[config.mk]
export PLATFORM = sky130hd
export DESIGN_NAME = apb_master_arbiter
export DESIGN_NICKNAME = d
export VERILOG_FILES = /design/src/rtl/apb_master_arbiter_pkg.sv /design/src/rtl/apb_master_arbiter_rr_arbiter.sv /design/src/rtl/apb_master_arbiter.sv
export SDC_FILE = /design/constraint.sdc
export NUM_CORES = 1
export LEC_CHECK = 0
export CAP_MARGIN = 20
export CORE_MARGIN = 1.5
export CORE_UTILIZATION = 42
export CTS_CLUSTER_SIZE = 28
export DETAILED_ROUTE_END_ITERATION = 8
export GPL_TIMING_DRIVEN = 0
export PLACE_DENSITY = 0.86
export SLEW_MARGIN = 0
export SYNTH_ARGS = -nofsm -noshare
export SYNTH_HDL_FRONTEND = slang
export SYNTH_SLANG_ARGS = --single-unit
[constraint.sdc]
create_clock -name PCLK -period 4.9 [get_ports PCLK]
set_input_delay 1.225 -clock PCLK [delete_from_list [all_inputs] [get_ports PCLK]]
set_output_delay 1.225 -clock PCLK [all_outputs]
set_load 0.005 [all_outputs]
[src/rtl/apb_master_arbiter_pkg.sv]
// Shared types and defaults for the APB master arbiter.
//   - apb_arb_state_e : transfer sequencer states
//   - APB_* constants : default bus geometry and timeout
//   - arb_open        : states in which a new command may be accepted
package apb_master_arbiter_pkg;

    localparam int unsigned APB_ADDR_WIDTH     = 32;
    localparam int unsigned APB_DATA_WIDTH     = 32;
    localparam int unsigned APB_NBYTES         = APB_DATA_WIDTH / 8;
    localparam int unsigned APB_NREQ           = 2;
    localparam int unsigned APB_TIMEOUT_CYCLES = 16;

    typedef enum logic [1:0] {
        ARB_IDLE,
        ARB_SETUP,
        ARB_ACCESS,
        ARB_RESP
    } apb_arb_state_e;

    // The response cycle arbitrates exactly like IDLE so back-to-back transfers cost 3 cycles.
    function automatic logic arb_open(apb_arb_state_e s);
        return (s == ARB_IDLE) || (s == ARB_RESP);
    endfunction

endpackage

[src/rtl/apb_master_arbiter_rr_arbiter.sv]
// Combinational round-robin picker: searches from last_grant+1 (mod NREQ).
//   req        : request vector
//   last_grant : index of the previously granted requester
//   grant      : one-hot grant (zero when no request)
//   grant_idx  : binary index of the granted requester
//   any_grant  : at least one request present
module rr_arbiter #(
    parameter int unsigned NREQ = 2,
    parameter int unsigned IW   = $clog2(NREQ)
) (
    input  logic [NREQ-1:0] req,
    input  logic [IW-1:0]   last_grant,
    output logic [NREQ-1:0] grant,
    output logic [IW-1:0]   grant_idx,
    output logic            any_grant
);

    logic [IW-1:0] idx;

    // Walk the ring starting just after the last winner; first hit wins.
    always_comb begin
        grant     = '0;
        grant_idx = '0;
        any_grant = 1'b0;
        idx       = '0;
        for (int unsigned k = 1; k <= NREQ; k++) begin
            idx = IW'((int'(last_grant) + int'(k)) % int'(NREQ));
            if (!any_grant && req[idx]) begin
                grant[idx] = 1'b1;
                grant_idx  = idx;
                any_grant  = 1'b1;
            end
        end
    end

endmodule

[src/rtl/apb_master_arbiter.sv]
// APB master shared by NREQ command requesters with round-robin arbitration.
//   cmd_*      : per-requester command handshake (packed per requester)
//   cmd_ready  : combinational accept, one-hot or zero, only in IDLE/RESP
//   rsp_*      : registered one-cycle completion to the owning requester
//   P*         : APB master pins; all registered
// A transfer stuck without PREADY for TIMEOUT_CYCLES ACCESS cycles is aborted
// with rsp_err=1 (TIMEOUT_CYCLES=0 disables the abort).
module apb_master_arbiter
    import apb_master_arbiter_pkg::*;
#(
    parameter int unsigned ADDR_WIDTH     = APB_ADDR_WIDTH,
    parameter int unsigned DATA_WIDTH     = APB_DATA_WIDTH,
    parameter int unsigned NBYTES         = DATA_WIDTH / 8,
    parameter int unsigned NREQ           = APB_NREQ,
    parameter int unsigned TIMEOUT_CYCLES = APB_TIMEOUT_CYCLES
) (
    input  logic                       PCLK,
    input  logic                       PRESETn,
    input  logic [NREQ-1:0]            cmd_valid,
    output logic [NREQ-1:0]            cmd_ready,
    input  logic [NREQ-1:0]            cmd_write,
    input  logic [NREQ*ADDR_WIDTH-1:0] cmd_addr,
    input  logic [NREQ*DATA_WIDTH-1:0] cmd_wdata,
    input  logic [NREQ*NBYTES-1:0]     cmd_strb,
    output logic [NREQ-1:0]            rsp_valid,
    output logic [DATA_WIDTH-1:0]      rsp_rdata,
    output logic                       rsp_err,
    output logic                       PSELx,
    output logic                       PENABLE,
    output logic [ADDR_WIDTH-1:0]      PADDR,
    output logic                       PWRITE,
    output logic [NBYTES-1:0]          PSTRB,
    output logic [DATA_WIDTH-1:0]      PWDATA,
    input  logic [DATA_WIDTH-1:0]      PRDATA,
    input  logic                       PREADY,
    input  logic                       PSLVERR
);

    localparam int unsigned TW = (TIMEOUT_CYCLES > 0) ? $clog2(TIMEOUT_CYCLES + 1) : 1;
    localparam int unsigned IW = $clog2(NREQ);

    apb_arb_state_e          state_q, state_d;
    logic [IW-1:0]           last_grant_q, last_grant_d;
    logic [TW-1:0]           tmo_cnt_q, tmo_cnt_d;
    logic                    arb_en_q;
    logic                    write_q, write_d;
    logic [ADDR_WIDTH-1:0]   paddr_q, paddr_d;
    logic [NBYTES-1:0]       pstrb_q, pstrb_d;
    logic [DATA_WIDTH-1:0]   pwdata_q, pwdata_d;
    logic                    psel_q, psel_d;
    logic                    penable_q, penable_d;
    logic [NREQ-1:0]         rsp_valid_q, rsp_valid_d;
    logic [DATA_WIDTH-1:0]   rsp_rdata_q, rsp_rdata_d;
    logic                    rsp_err_q, rsp_err_d;

    logic [NREQ-1:0]         grant;
    logic [IW-1:0]           grant_idx;
    logic                    any_grant;
    logic                    accept_open;
    logic                    timeout_hit;

    rr_arbiter #(
        .NREQ (NREQ),
        .IW   (IW)
    ) u_rr_arbiter (
        .req        (cmd_valid),
        .last_grant (last_grant_q),
        .grant      (grant),
        .grant_idx  (grant_idx),
        .any_grant  (any_grant)
    );

    // arb_en_q keeps cmd_ready low while reset is asserted.
    assign accept_open = arb_en_q && arb_open(state_q);
    assign cmd_ready   = accept_open ? grant : '0;

    assign PSELx     = psel_q;
    assign PENABLE   = penable_q;
    assign PADDR     = paddr_q;
    assign PWRITE    = write_q;
    assign PSTRB     = pstrb_q;
    assign PWDATA    = pwdata_q;
    assign rsp_valid = rsp_valid_q;
    assign rsp_rdata = rsp_rdata_q;
    assign rsp_err   = rsp_err_q;

    // Next-state and output computation for the transfer sequencer.
    always_comb begin
        state_d      = state_q;
        last_grant_d = last_grant_q;
        tmo_cnt_d    = tmo_cnt_q;
        write_d      = write_q;
        paddr_d      = paddr_q;
        pstrb_d      = pstrb_q;
        pwdata_d     = pwdata_q;
        psel_d       = psel_q;
        penable_d    = penable_q;
        rsp_valid_d  = '0;
        rsp_rdata_d  = '0;
        rsp_err_d    = 1'b0;
        timeout_hit  = 1'b0;

        case (state_q)
            ARB_IDLE, ARB_RESP: begin
                state_d = ARB_IDLE;
                if (accept_open && any_grant) begin
                    state_d      = ARB_SETUP;
                    last_grant_d = grant_idx;
                    write_d      = cmd_write[grant_idx];
                    paddr_d      = cmd_addr[int'(grant_idx) * ADDR_WIDTH +: ADDR_WIDTH];
                    // Strobe and write data are zeroed for reads.
                    pstrb_d      = cmd_write[grant_idx] ?
                                   cmd_strb[int'(grant_idx) * NBYTES +: NBYTES] : '0;
                    pwdata_d     = cmd_write[grant_idx] ?
                                   cmd_wdata[int'(grant_idx) * DATA_WIDTH +: DATA_WIDTH] : '0;
                    tmo_cnt_d    = '0;
                    psel_d       = 1'b1;
                    penable_d    = 1'b0;
                end
            end
            ARB_SETUP: begin
                state_d   = ARB_ACCESS;
                penable_d = 1'b1;
            end
            ARB_ACCESS: begin
                timeout_hit = (TIMEOUT_CYCLES != 0) &&
                              (tmo_cnt_q == TW'(TIMEOUT_CYCLES - 1));
                // PREADY on the last allowed cycle still completes normally.
                if (PREADY) begin
                    state_d                   = ARB_RESP;
                    psel_d                    = 1'b0;
                    penable_d                 = 1'b0;
                    rsp_valid_d[last_grant_q] = 1'b1;
                    rsp_rdata_d               = write_q ? '0 : PRDATA;
                    rsp_err_d                 = PSLVERR;
                end else if (timeout_hit) begin
                    state_d                   = ARB_RESP;
                    psel_d                    = 1'b0;
                    penable_d                 = 1'b0;
                    rsp_valid_d[last_grant_q] = 1'b1;
                    rsp_err_d                 = 1'b1;
                end else begin
                    tmo_cnt_d = tmo_cnt_q + TW'(1);
                end
            end
            default: state_d = ARB_IDLE;
        endcase
    end

    // State and output registers.
    always_ff @(posedge PCLK or negedge PRESETn) begin
        if (!PRESETn) begin
            state_q      <= ARB_IDLE;
            last_grant_q <= IW'(NREQ - 1);
            tmo_cnt_q    <= '0;
            arb_en_q     <= 1'b0;
            write_q      <= 1'b0;
            paddr_q      <= '0;
            pstrb_q      <= '0;
            pwdata_q     <= '0;
            psel_q       <= 1'b0;
            penable_q    <= 1'b0;
            rsp_valid_q  <= '0;
            rsp_rdata_q  <= '0;
            rsp_err_q    <= 1'b0;
        end else begin
            state_q      <= state_d;
            last_grant_q <= last_grant_d;
            tmo_cnt_q    <= tmo_cnt_d;
            arb_en_q     <= 1'b1;
            write_q      <= write_d;
            paddr_q      <= paddr_d;
            pstrb_q      <= pstrb_d;
            pwdata_q     <= pwdata_d;
            psel_q       <= psel_d;
            penable_q    <= penable_d;
            rsp_valid_q  <= rsp_valid_d;
            rsp_rdata_q  <= rsp_rdata_d;
            rsp_err_q    <= rsp_err_d;
        end
    end

endmodule

==> qor.txt, run 1 <==
outcome: complete, no violations
pin count of the biggest net entering global routing: 60
Syn Nets: 668
Die Span X: 115 um
Peak VDD IR: 0.000238 V
WL per Instance: 16.2 um
cell taking the most area after synthesis: dfrtp_1
Tmin final: 4300 ps
critical path class: in2out
Initial Util: 43.5%
Overall Global Routing Usage: 23.5%
Worst Clk Skew: 13.0 ps
Avg Cell Area, Syn: 10.8 um^2
Via density: 4.87
Max Slew Vio Count: 0
antenna cells: 0
Comb power frac: 40.9%
crit end category: output pin
R2R Setup Slk: 2770 ps
switch share: 31.4%
post-synthesis async set-or-reset flop share: 100%
post-CTS setup buffers: 0
final hold slack: 482 ps
Placement Cell Area: 8330 um^2
DR iter-0 viols: 198
sequential area share after synthesis: 54.7%
die area: 13200 um^2
Post-Synth XOR/XNOR Area: 0%
Rows: 40
delay of the slowest critical-path stage: 570 ps
final setup vio count: 0
Synth Cell Area: 5260 um^2
top-count cell post-synth: dfrtp_1
library cells used by synthesis: 36
grt ovf: 0
total power: 4.47 mW
final instance area: 8890 um^2
largest cells by area after synthesis: dfrtp_1 (54%), mux2i_1 (13%), and2_1 (8.4%)
vias in the first global route: 4881
fraction of layout cells with a size suffix above 1: 7.47%
Synth Instances: 488
Critical Path Source: cmd_valid[1]
Hold Buf Count CTS: 0
most frequent cell on the critical path: clkdlybuf4s50_1
Slew @ Worst Pin: 779 ps
clk_lat worst skew: 400 ps
Clk pin slew, worst setup/hold paths: 50 ps
Req. time, crit path: 3670 ps
Hold Path Origin: PADDR[30]
Die H: 115 um
fin nets: 971
Max-cap violations: 0
final WL: 15700 um
mux cell area share after synthesis: 13.5%
Antenna Nets Post-Route: 0
worst r2r src: tmo_cnt_q[0]
via count: 4726
dpl hpwl: 12100 um
Compound-Gate Fraction of Synth Area: 10.3%
Synth top cells by count: dfrtp_1 (114), nand2_1 (76), and2_1 (71)
post-synth top area share: 54.2%
number of port buffers: 283
main combinational cell family by area after synthesis: simple AND/OR/NAND/NOR gates
# DRC: 0
clock sinks: 115
worst path cell trace: clkdlybuf4s50_1 -> a21boi_1 -> buf_4 -> buf_6 -> and2_1 -> clkdlybuf4s50_1
number of enable flip-flop cells after synthesis: 0
final hold vios: 0
area of the core: 12100 um^2
Flop pwr share: 33.4%
Slew headroom: 48.1%
P_sw: 1.40 mW
cell-internal power: 3.06 mW
fin crit share: 87.8%
unrepaired setup endpoints after global routing: false
HP Class: reg2reg
adder-cell area share of the yosys netlist: 0.951%
leakage power: 3.94 nW
Final Core Density: 73.4%
CP max stage cell: clkdlybuf4s50_1
Synth Area in Simple Gates: 16.0%
Worst Path Arrival: 3080 ps
CTS H-tree lvls: 4
Clock Tree Root: clkbuf_16
placer congestion estimate: 0.795
CP Launch Type: input pin
Ports: 284
Yosys reg bits: 115
Max Fanout on Critical Path: 10
clock buffer depth: 2
family with the most delay on the worst path: buffers and inverters
post-CTS sizing: 0
first-pass GRT wire length: 23900 um
Pwr per Cell Area: 503 nW/um^2
Max Fclk: 0.232 GHz
P&R area growth vs syn: 68.8%
DR pass1 iterations: 4
synth warn: 0
CTS Buf Count: 17
Clk pwr share: 25.7%
initial antenna violation count: 0
Crit path buffers/inverters: 4
top_reg_cell synth: dfrtp_1
CTS tree: done
## routing by layer
layer | up-vias | GRT usage (%) | share of wire (%)
met3 | 27 | 8.43 | 8.7
met1 | 2258 | 24.8 | 37
li1 | 2243 | - | -
met4 | 0 | 8.97 | 2.2
met2 | 198 | 42.9 | 52
met5 | - | 0 | 0
## registers in the layout (all words and copies together), names as in the netlist, 2 cells and up
register / flops
PADDR: 32
PSTRB: 4
PWDATA: 32
rsp_rdata: 32
rsp_valid: 2
state_q: 2
tmo_cnt_q: 5
## through the flow
step	setup WS, ps	std cells	setup TNS, ps
after floorplan	1820	488	0
after global placement	-1600	939	-182250
after detailed placement	588	940	0
after CTS	577	971	0
after global routing	490	971	0
final	598	971	0
## worst paths after layout
path / to / cells past startpoint
max: cmd_ready[1] / 6
min: PADDR[30] / 2
max reg2reg: PENABLE / 6
min reg2reg: PADDR[30] / 2
max in group asynchronous: last_grant_q / 2
min in group asynchronous: PADDR[19] / 1
## placed cells by master (no fill, tap or decap), types with 2 or more instances in the layout
| master | Yosys | routed |
|---|---|---|
| inv_1 | 6 | 6 |
| dfrtp_1 | 114 | 114 |
| and2_1 | 71 | 71 |
| clkbuf_8 | 0 | 3 |
| clkinv_2 | 0 | 4 |
| a211o_1 | 3 | 3 |
| nand3_1 | 6 | 6 |
| ha_1 | 4 | 4 |
| clkbuf_16 | 0 | 17 |
| buf_2 | 10 | 10 |
| clkbuf_1 | 9 | 11 |
| nand2_1 | 76 | 76 |
| a21oi_1 | 7 | 7 |
| buf_6 | 8 | 8 |
| buf_4 | 5 | 6 |
| and3_1 | 4 | 4 |
| nor2_1 | 5 | 5 |
| nand2b_1 | 2 | 2 |
| mux2i_1 | 70 | 70 |
| clkinvlp_4 | 0 | 3 |
| clkdlybuf4s50_1 | 0 | 282 |
| o21ai_1 | 69 | 69 |
## power groups by stage
stage | combinational, mW | clock [mW] | sequential, mW
finish | 1.83 | 1.15 | 1.49
global route | 1.99 | 1.22 | 1.53
CTS | 1.85 | 1.17 | 1.49
detailed placement | 1.84 | 0 | 1.50
global placement | 1.78 | 0 | 1.49
floorplan | 0.747 | 0 | 1.52
## kinds of logic after synthesis
logic type	Yosys count
AND/OR/NAND/NOR	168
flip-flops	115
AO/OA/AOI/OAI	91
multiplexers	71
buffers and inverters	38
adder cells (fa/ha/maj)	4
other	1
## worst reg2reg max path: cells and delay by family (launching register included)
kind	cells	cell delay [ps]
AO/OA/AOI/OAI	1	90
adder cells (fa/ha/maj)	2	470
AND/OR/NAND/NOR	2	720
flip-flops	1	440
multiplexers	1	290
## cell type report
class | count | area [um^2]
Multi-Input combinational cell | 335 | 2150
Sequential cell | 115 | 2880
Buffer | 32 | 211
Inverter | 6 | 22.5
Timing Repair Buffer | 284 | 2860
Clock inverter | 9 | 81.3
Fill cell | 878 | 3220
Tap cell | 168 | 210
Clock buffer | 22 | 474
(Power assumes the default switching activity.)
==> inputs of run 2 (changes only) <==
- ABC_CLOCK_PERIOD_IN_PS: not set -> 4900
==> results of run 2 <==
The final DEF is identical to that of run 1; final timing and power are the same.
==> inputs of run 3 (changes only) <==
- CORE_ASPECT_RATIO: not set -> 0.5
- CTS_CLUSTER_SIZE: 28 -> not set
==> run 3 against run 2 <==
Clock skew shrank 3.0 ps; worst setup slack worse by 78 ps; critical endpoint unchanged; sequential share of layout area fell by 0.11 points; highest routed layer unchanged; largest power group unchanged; clock power grew 6%; count of clock-buffer cells in the layout stayed put; non-clock buffer count unchanged.
==> qor.txt, run 3 (synthesis gave the netlist of run 1 again) <==
outcome: complete, no violations
WL per Instance: 16.3 um (+0.75%)
via count: 4652 (-1.6%)
worst path cell trace: clkdlybuf4s50_1 -> a21boi_1 -> buf_4 -> buf_6 -> and2_1 -> clkdlybuf4s50_1
Rows: 28 (-30%)
Clock Tree Root: clkbuf_16
Worst Path Arrival: 3160 ps (+80 ps)
clk_lat worst skew: 410 ps (about the same)
grt ovf: 0 (unchanged)
clock sinks: 115 (unchanged)
P&R area growth vs syn: 69.4%
worst r2r src: tmo_cnt_q[0]
DR pass1 iterations: 5 (+1)
Placement Cell Area: 8330 um^2 (unchanged)
clock buffer depth: 2 (unchanged)
Pwr per Cell Area: 509 nW/um^2 (+1.3%)
Worst Clk Skew: 10.0 ps (-3.00 ps)
fin nets: 971 (unchanged)
die area: 13300 um^2 (+0.31%)
most frequent cell on the critical path: clkdlybuf4s50_1
cell-internal power: 3.14 mW (+2.5%)
fraction of layout cells with a size suffix above 1: 7.34% (-0.13 points)
Flop pwr share: 32.8% (-0.6 points)
Via density: 4.80 (-1.4%)
Initial Util: 43.8% (+0.34 points)
Peak VDD IR: 0.000263 V (+11%)
initial antenna violation count: 0 (unchanged)
final instance area: 8920 um^2 (+0.35%)
most common cell after layout, fill and taps aside: clkdlybuf4s50_1
hold depth: 2 (unchanged)
met2 Usage GRT: 44.7% (+1.7 points)
P_sw: 1.40 mW (-0.34%)
first-pass GRT wire length: 24300 um (+2.0%)
Req. time, crit path: 3670 ps (about the same)
commonest cells after routing, fill and taps aside: clkdlybuf4s50_1 (282), dfrtp_1 (114), nand2_1 (76)
number of port buffers: 283 (unchanged)
hold path endpoint: PWDATA[7]
Slew @ Worst Pin: 499 ps (-280 ps)
CP max stage cell: clkdlybuf4s50_1
Max-cap violations: 0 (unchanged)
Clk pin slew, worst setup/hold paths: 50 ps (about the same)
post-CTS setup buffers: 0 (unchanged)
pin count of the biggest net entering global routing: 87 (+45%)
Max Fclk: 0.228 GHz (-1.8%)
R2R cell count: 7 (+1)
area of the core: 12000 um^2 (-0.79%)
final setup vio count: 0 (unchanged)
Final WS setup: 519 ps (-78.1 ps)
DP Worst Slack: 554 ps (-34.0 ps)
Hold Path Origin: PWDATA[7]
Antenna Nets Post-Route: 0 (unchanged)
CP Launch Type: input pin
CTS tree: done
final hold vios: 0 (unchanged)
HP Class: reg2reg
Final TNS setup: 0 ps (unchanged)
Crit path buffers/inverters: 4 (unchanged)
met3 usage: 6.49% (-1.9 points)
final hold slack: 479 ps (-2.92 ps)
placer congestion estimate: 0.865 (+8.8%)
leakage power: 3.95 nW (+0.34%)
CTS Buf Count: 17 (unchanged)
# DRC: 0 (unchanged)
gr busiest metal: met2
Die H: 82.2 um (-29%)
Clk pwr share: 27.0% (+1.3 points)
critical path class: in2out
fin crit share: 89.4% (+1.6 points)
DR iter-0 viols: 177 (-11%)
Slew headroom: 66.6% (+19 points)
fin cells: 969 (-0.21%)
vias in the first global route: 4840 (-0.84%)
Max Slew Vio Count: 0 (unchanged)
total power: 4.54 mW (+1.6%)
dpl hpwl: 12100 um (-0.18%)
Placed Instances: 937 (-0.32%)
CTS H-tree lvls: 4 (unchanged)
Max Fanout on Critical Path: 10 (unchanged)
Die Span X: 161 um (+40%)
Comb power frac: 40.2% (-0.7 points)
delay of the slowest critical-path stage: 580 ps (about the same)
R2R Setup Slk: 2710 ps (-60 ps)
switch share: 30.8% (-0.61 points)
crit end category: output pin
family with the most delay on the worst path: buffers and inverters
post-CTS sizing: 0 (unchanged)
Crit Reg-Reg Endpoint: tmo_cnt_q[2]
final WL: 15800 um (+0.54%)
Hold Buf Count CTS: 0 (unchanged)
met1 usage: 27.5% (+2.7 points)
Ports: 284 (unchanged)
antenna cells: 0 (unchanged)
Overall Global Routing Usage: 24.1% (+0.55 points)
Final Core Density: 74.2% (+0.84 points)
Tmin final: 4380 ps (+78.1 ps)
unrepaired setup endpoints after global routing: false
==> run 3: worst max path at each step <==
stage	from	to	slack (ps)	cells past startpoint
CTS	cmd_valid[1]	cmd_ready[1]	510	6
global placement	PRESETn	PADDR[6]	-1830	1
global route	cmd_valid[1]	cmd_ready[1]	420	6
finish	cmd_valid[1]	cmd_ready[1]	520	6
detailed placement	cmd_valid[1]	cmd_ready[1]	550	6
floorplan	cmd_valid[1]	cmd_ready[1]	1820	4
==> run 3: routing by layer <==
layer,wire length [um],share of wire [%],vias to the layer above
li1,-,-,2252
met1,6240,40,2222
met2,8360,53,156
met3,902,5.7,22
met4,282,1.8,0
met5,0,0,-
==> run 3: area by class of cell <==
class	instances	area [um^2]
Buffer	32	211
Clock buffer	22	454
Clock inverter	10	133
Fill cell	841	3100
Inverter	6	22.5
Multi-Input combinational cell	335	2150
Sequential cell	115	2880
Tap cell	165	206
Timing Repair Buffer	284	2860
==> run 3: worst min-delay path, stage by stage, from the launching register on <==
cell	delay, ps
dfrtp_1	340
nand2_1	50
o21ai_1	60
==> run 3: power groups by stage <==
stage          Sequential, mW  Clock, mW  Combinational, mW
3_3_place_gp             1.48          0               1.78
4_1_cts                  1.49       1.24               1.85
3_5_place_dp             1.50          0               1.83
5_1_grt                  1.53       1.29               1.99
2_1_floorplan            1.52          0              0.747
6_report                 1.49       1.22               1.82
